## src/rtl/alu_request_arbiter.sv

```systemverilog
// rtl/alu_request_arbiter.sv - round-robin arbiter sharing one vector ALU between NUM_REQ requesters
//
// Each granted request runs one complete ALU transaction: IDLE -> ISSUE -> WAIT -> DONE.
// Optional watchdog: define ALU_ARB_TIMEOUT_EN to abort a WAIT that lasts TIMEOUT_CYCLES.
//
// Ports:
//   Clock, Reset                 clock, asynchronous active-low reset
//   iReqValid[NUM_REQ]           per-requester request
//   iReqOperation                packed opcodes, slice i belongs to requester i
//   iReqSource0/1                packed {X,Y,Z} operand rows, slice i belongs to requester i
//   oReqGrant                    one-hot owner, held ISSUE..DONE
//   oReqDone                     one-cycle completion pulse to the owner
//   oReqError                    watchdog abort flag, valid with oReqDone
//   oResultX/Y/Z                 registered ALU result
//   oBranchTaken/NotTaken        registered branch flags, valid with oReqDone
//   oALUOperation, oALUSource0/1 latched opcode and operands towards the ALU
//   oTriggerALU                  one-cycle ALU start pulse
//   iALUResultX/Y/Z              ALU result
//   iALUOutputReady              ALU result valid, honoured only in WAIT
//   iBranchTaken/NotTaken        ALU branch flags
//   oBusy                        FSM is not in IDLE
module alu_request_arbiter #(
  parameter int NUM_REQ        = 2,
  parameter int WIDTH          = 32,
  parameter int OP_WIDTH       = 6,
  parameter int TIMEOUT_CYCLES = 255
) (
  input  logic                        Clock,
  input  logic                        Reset,
  input  logic [NUM_REQ-1:0]          iReqValid,
  input  logic [NUM_REQ*OP_WIDTH-1:0] iReqOperation,
  input  logic [NUM_REQ*3*WIDTH-1:0]  iReqSource0,
  input  logic [NUM_REQ*3*WIDTH-1:0]  iReqSource1,
  output logic [NUM_REQ-1:0]          oReqGrant,
  output logic [NUM_REQ-1:0]          oReqDone,
  output logic                        oReqError,
  output logic [WIDTH-1:0]            oResultX,
  output logic [WIDTH-1:0]            oResultY,
  output logic [WIDTH-1:0]            oResultZ,
  output logic                        oBranchTaken,
  output logic                        oBranchNotTaken,
  output logic [OP_WIDTH-1:0]         oALUOperation,
  output logic [3*WIDTH-1:0]          oALUSource0,
  output logic [3*WIDTH-1:0]          oALUSource1,
  output logic                        oTriggerALU,
  input  logic [WIDTH-1:0]            iALUResultX,
  input  logic [WIDTH-1:0]            iALUResultY,
  input  logic [WIDTH-1:0]            iALUResultZ,
  input  logic                        iALUOutputReady,
  input  logic                        iBranchTaken,
  input  logic                        iBranchNotTaken,
  output logic                        oBusy
);

  localparam int PW = (NUM_REQ > 1) ? $clog2(NUM_REQ) : 1;
  localparam int RW = 3 * WIDTH;

  localparam logic [1:0] S_IDLE  = 2'd0;
  localparam logic [1:0] S_ISSUE = 2'd1;
  localparam logic [1:0] S_WAIT  = 2'd2;
  localparam logic [1:0] S_DONE  = 2'd3;

  localparam logic [PW-1:0] PTR_RESET = PW'(NUM_REQ - 1);

  logic [1:0]          state_q, state_d;
  logic [PW-1:0]       ptr_q, ptr_d;
  logic [NUM_REQ-1:0]  grant_q, grant_d;
  logic [NUM_REQ-1:0]  done_q, done_d;
  logic                trig_q, trig_d;
  logic [OP_WIDTH-1:0] op_q, op_d;
  logic [RW-1:0]       src0_q, src0_d;
  logic [RW-1:0]       src1_q, src1_d;
  logic [WIDTH-1:0]    res_x_q, res_x_d;
  logic [WIDTH-1:0]    res_y_q, res_y_d;
  logic [WIDTH-1:0]    res_z_q, res_z_d;
  logic                br_t_q, br_t_d;
  logic                br_nt_q, br_nt_d;

`ifdef ALU_ARB_TIMEOUT_EN
  localparam int CW = $clog2(TIMEOUT_CYCLES + 1);
  localparam logic [CW-1:0] CNT_LAST = CW'(TIMEOUT_CYCLES - 1);
  logic [CW-1:0] cnt_q, cnt_d;
  logic          err_q, err_d;
`else
  logic unused_timeout;
  assign unused_timeout = (TIMEOUT_CYCLES == 0);
`endif

  // Round-robin pick: rank k=1 is the slot right after the previous winner,
  // so the previous owner is considered last.
  logic                win_found;
  logic [PW-1:0]       win_idx;
  logic [NUM_REQ-1:0]  win_onehot;
  logic [OP_WIDTH-1:0] win_op;
  logic [RW-1:0]       win_src0;
  logic [RW-1:0]       win_src1;

  always_comb begin
    win_found  = 1'b0;
    win_idx    = '0;
    win_onehot = '0;
    win_op     = '0;
    win_src0   = '0;
    win_src1   = '0;
    for (int k = 1; k <= NUM_REQ; k++) begin
      for (int i = 0; i < NUM_REQ; i++) begin
        if (!win_found && (i == ((int'(ptr_q) + k) % NUM_REQ)) && iReqValid[i]) begin
          win_found     = 1'b1;
          win_idx       = PW'(i);
          win_onehot[i] = 1'b1;
          win_op        = iReqOperation[i*OP_WIDTH +: OP_WIDTH];
          win_src0      = iReqSource0[i*RW +: RW];
          win_src1      = iReqSource1[i*RW +: RW];
        end
      end
    end
  end

  always_comb begin
    state_d = state_q;
    ptr_d   = ptr_q;
    grant_d = grant_q;
    done_d  = '0;
    trig_d  = 1'b0;
    op_d    = op_q;
    src0_d  = src0_q;
    src1_d  = src1_q;
    res_x_d = res_x_q;
    res_y_d = res_y_q;
    res_z_d = res_z_q;
    br_t_d  = br_t_q;
    br_nt_d = br_nt_q;
`ifdef ALU_ARB_TIMEOUT_EN
    cnt_d   = cnt_q;
    err_d   = 1'b0;
`endif
    case (state_q)
      S_IDLE: begin
        if (win_found) begin
          state_d = S_ISSUE;
          ptr_d   = win_idx;
          grant_d = win_onehot;
          op_d    = win_op;
          src0_d  = win_src0;
          src1_d  = win_src1;
          trig_d  = 1'b1;
        end
      end
      S_ISSUE: begin
        state_d = S_WAIT;
`ifdef ALU_ARB_TIMEOUT_EN
        cnt_d   = '0;
`endif
      end
      S_WAIT: begin
        if (iALUOutputReady) begin
          state_d = S_DONE;
          done_d  = grant_q;
          res_x_d = iALUResultX;
          res_y_d = iALUResultY;
          res_z_d = iALUResultZ;
          br_t_d  = iBranchTaken;
          br_nt_d = iBranchNotTaken;
        end
`ifdef ALU_ARB_TIMEOUT_EN
        else if (cnt_q == CNT_LAST) begin
          // Abort: report completion with an error and a clean zero result.
          state_d = S_DONE;
          done_d  = grant_q;
          err_d   = 1'b1;
          res_x_d = '0;
          res_y_d = '0;
          res_z_d = '0;
          br_t_d  = 1'b0;
          br_nt_d = 1'b0;
        end else begin
          cnt_d = cnt_q + 1'b1;
        end
`endif
      end
      S_DONE: begin
        state_d = S_IDLE;
        grant_d = '0;
      end
      default: begin
        state_d = S_IDLE;
        grant_d = '0;
      end
    endcase
  end

  always_ff @(posedge Clock or negedge Reset) begin
    if (!Reset) begin
      state_q <= S_IDLE;
      ptr_q   <= PTR_RESET;
      grant_q <= '0;
      done_q  <= '0;
      trig_q  <= 1'b0;
      op_q    <= '0;
      src0_q  <= '0;
      src1_q  <= '0;
      res_x_q <= '0;
      res_y_q <= '0;
      res_z_q <= '0;
      br_t_q  <= 1'b0;
      br_nt_q <= 1'b0;
    end else begin
      state_q <= state_d;
      ptr_q   <= ptr_d;
      grant_q <= grant_d;
      done_q  <= done_d;
      trig_q  <= trig_d;
      op_q    <= op_d;
      src0_q  <= src0_d;
      src1_q  <= src1_d;
      res_x_q <= res_x_d;
      res_y_q <= res_y_d;
      res_z_q <= res_z_d;
      br_t_q  <= br_t_d;
      br_nt_q <= br_nt_d;
    end
  end

`ifdef ALU_ARB_TIMEOUT_EN
  always_ff @(posedge Clock or negedge Reset) begin
    if (!Reset) begin
      cnt_q <= '0;
      err_q <= 1'b0;
    end else begin
      cnt_q <= cnt_d;
      err_q <= err_d;
    end
  end
  assign oReqError = err_q;
`else
  assign oReqError = 1'b0;
`endif

  assign oReqGrant       = grant_q;
  assign oReqDone        = done_q;
  assign oResultX        = res_x_q;
  assign oResultY        = res_y_q;
  assign oResultZ        = res_z_q;
  assign oBranchTaken    = br_t_q;
  assign oBranchNotTaken = br_nt_q;
  assign oALUOperation   = op_q;
  assign oALUSource0     = src0_q;
  assign oALUSource1     = src1_q;
  assign oTriggerALU     = trig_q;
  assign oBusy           = (state_q != S_IDLE);

endmodule

```

## config.mk

```make
export PLATFORM = sky130hd
export DESIGN_NAME = alu_request_arbiter
export DESIGN_NICKNAME = d
export VERILOG_FILES = /design/src/rtl/alu_request_arbiter.sv
export SDC_FILE = /design/constraint.sdc
export NUM_CORES = 1
export LEC_CHECK = 0
export CORE_AREA = 2 2 314 316
export CTS_CLUSTER_SIZE = 40
export DETAILED_ROUTE_END_ITERATION = 8
export DIE_AREA = 0 0 316 318
export GPL_TIMING_DRIVEN = 0
export HOLD_SLACK_MARGIN = 0.08
export PLACE_DENSITY = 0.33
export SYNTH_ARGS = -nofsm -noshare
export SYNTH_HDL_FRONTEND = slang
export SYNTH_SLANG_ARGS = --single-unit
```

## constraint.sdc

```tcl
create_clock -name Clock -period 2.55 [get_ports Clock]
set_input_delay 0.765 -clock Clock [delete_from_list [all_inputs] [get_ports Clock]]
set_output_delay 0.765 -clock Clock [all_outputs]
set_load 0.05 [all_outputs]
```

==> results.cfg <==
[outcome]
status = completed

[yosys]
syn_inst = 925
syn_nets = 1427
yosysSeqAreaShare = 0.604
ys_types = 24
synth_async_sr_flop_share = 1.00
yosys-top-cells-area = dfrtp_1 60%, a221o_1 16%, and3_1 9.9%
ys_seq_elements = 304
synth_top_area_cell = dfrtp_1
synth-edff-count = 0
yosys_warnings = 0
avgSynthCellArea_um2 = 13.6
synth_common_cells = 303 x dfrtp_1, 200 x and3_1, 198 x a221o_1
synth_most_common_cell = dfrtp_1
ys.flop_type = dfrtp_1
syn_area_um2 = 12600
synth_top_cell_area_share = 0.602

[grt]
grt_pass1_vias = 13300
grt_max_degree = 101
grt_pass1_wl_mm = 104
grt_util_met1 = 0.159
grt_antenna_before_repair = 23
grtUsageMet2 = 0.259
overflow = 0
grt_most_used_layer = met2
track_usage = 0.143
met3_usage = 0.0460

[setup_path]
cp_top_family = buffers and inverters
cp_num_buf_inv = 1
critPathKind = register to primary output
critPathSlowestCell = clkdlybuf4s50_1
arrival_ns = 1.73
r2r_slack_ns = 0.37
crit_chain = clkdlybuf4s50_1
cp_max_fo = 2
critPathLaunchType = register
slowest_delay_ns = 0.81
r2r-start = state_q[0]
required_ns = 1.79
rr_worst_depth = 6
timing.rr.end = oALUSource0[81]
critPathCaptureType = primary output
crit_start = oALUSource0[7]

[detailed_routing]
ant_nets = 0
dr.pass1.iters = 4
viasPerCell = 3.87
drc = 0
wl_per_cell_um = 24.0
drt_iter0_drc = 512
routed_wl_mm = 74.3
dr_total_vias = 12000

[placed_design]
place_area_um2 = 22300
hpwl_mm = 57.3
numPortBuffers = 800
gp_congestion = 0.804
dp_slack_ns = -0.550

[sta]
slew_headroom = 0.481
fmax_ghz = 0.401
setup_viol = 0
hold_viol = 0
drv_slew = 0
finalCritPeriodShare = 0.979
hold_ws_ns = 0.494
worst_slew_pin_slew_ns = 0.778
fin_crit_ns = 2.50
rsz0062_at_grt = false
skew_ns = 0.0213
worst_slack_ns = 0.0533

[clocking]
cts_root_buffer = clkbuf_16
cts_tree = done
ctsLongestPathBuffers = 3
clock_latency_ns = 0.59
cts_max_level = 2
cts_num_sinks = 304
cts_setup_buffers = 0
cts_buffers = 44
clk_pin_slew_worst_paths_ns = 0.06

[floorplan]
die_w_um = 316
die_area_um2 = 100000
start_util = 0.129
core_area_um2 = 97400
die_y_um = 318
rows = 115
ios = 802

[worst_hold_path]
hold_start = oResultX[31]
hold_depth = 1
worstHoldEndpoint = oResultX[31]
hold_path.class = register to register

[layout]
final_area_um2 = 23500
fin_util = 0.241
fin_nets = 2277
area_growth_pct = 86.4
nFillCells = 10400
drive_above_1_share = 0.125

[power]
p_leak_nw = 11.0
totalPowerFinal_mw = 33.6
p_per_area_nw_per_um2 = 1430
vdd_drop_max_mv = 0.475

[flow_run]
maxCapViolCount = 0
[through the flow]
step           instances  setup TNS, ns
2_1_floorplan        925              0
3_3_place_gp        3012       -4537.65
3_5_place_dp        3015         -44.14
4_1_cts             3086              0
5_1_grt             3095              0
6_report            3099              0
[what timing repair did]
action,in CTS,in global routing
endpoints found under the setup margin,268,33
hold buffers,1,0
endpoints found under the hold margin,23,0
resized for setup,275,27
[worst reg2reg max path, delay by kind of cell (launching register included)]
| kind | cells | cell delay, ns |
|---|---|---|
| flops | 1 | 0.39 |
| buf+inv | 2 | 0.72 |
| compound gates | 1 | 0.27 |
| simple gates | 2 | 0.50 |
| fa+ha+maj | 1 | 0.23 |
[placed cells by master, fill, tap and decap left out, types with 4 or more instances in the layout]
master / count
a221o_1: 198
and3_1: 200
buf_1: 6
buf_2: 38
buf_4: 17
clkbuf_1: 46
clkbuf_16: 46
clkbuf_8: 7
clkdlybuf4s50_1: 510
dfrtp_1: 303
diode_2: 13
dlygate4sd2_1: 265
dlymetal6s2s_1: 21
inv_1: 6
mux2_2: 99
nand2_1: 4
[logic make-up after synthesis]
| logic type | synth area share |
|---|---|
| adder cells (fa/ha/maj) | 0.00298 |
| multiplexers | 0.0884 |
| flip-flops | 0.604 |
| other | 0.000298 |
| buffers and inverters | 0.0398 |
| AO/OA/AOI/OAI | 0.162 |
| AND/OR/NAND/NOR | 0.103 |
[power by group]
group          switching [mW]  total, mW  internal, mW
logic                    12.9       18.9          5.92
clock network            2.45       6.21          3.76
registers                1.30       8.51          7.21
total                    16.7       33.6          16.9
[area by class of cell]
class | instances | area (µm²) | area share
flip-flops and latches | 304 | 7610 | 0.324
diodes | 13 | 32.5 | 0.00138
clock buffers | 63 | 1280 | 0.0547
clock inverters | 7 | 124 | 0.00527
inverters | 6 | 22.5 | 0.000959
plain buffers | 98 | 480 | 0.0205
well taps | 1287 | 1610 | 0.0686
repair buffers | 804 | 7830 | 0.333
multi-input cells | 517 | 4500 | 0.191
[registers in the layout, summed over array words and instances, names as in the netlist, 2 cells and up]
name and count:
oALUSource0 96, state_q 2, oALUSource1 96, oALUOperation 6, oReqDone 2, oResultZ 32, oResultY 32, oReqGrant 2
oResultX 32
[layer usage]
| layer | up-vias | part of all wire |
|---|---|---|
| met5 | - | 0.00055 |
| li1 | 5370 | - |
| met3 | 77 | 0.078 |
| met1 | 6053 | 0.38 |
| met4 | 8 | 0.018 |
| met2 | 486 | 0.52 |
[worst max-delay path by stage]
| stage | endpoint | slack (ns) | cells after the start |
|---|---|---|---|
| 6_report | oALUSource0[7] | 0.05 | 1 |
| 5_1_grt | oALUSource1[74] | 0.0002 | 1 |
| 4_1_cts | oResultZ[5] | 0.00005 | 1 |
| 3_5_place_dp | oALUSource1[37] | -0.55 | 5 |
| 3_3_place_gp | oALUSource0[88] | -14.89 | 1 |
| 2_1_floorplan | oBusy | 0.80 | 3 |
No activity file was read; power rests on OpenSTA's default activity.
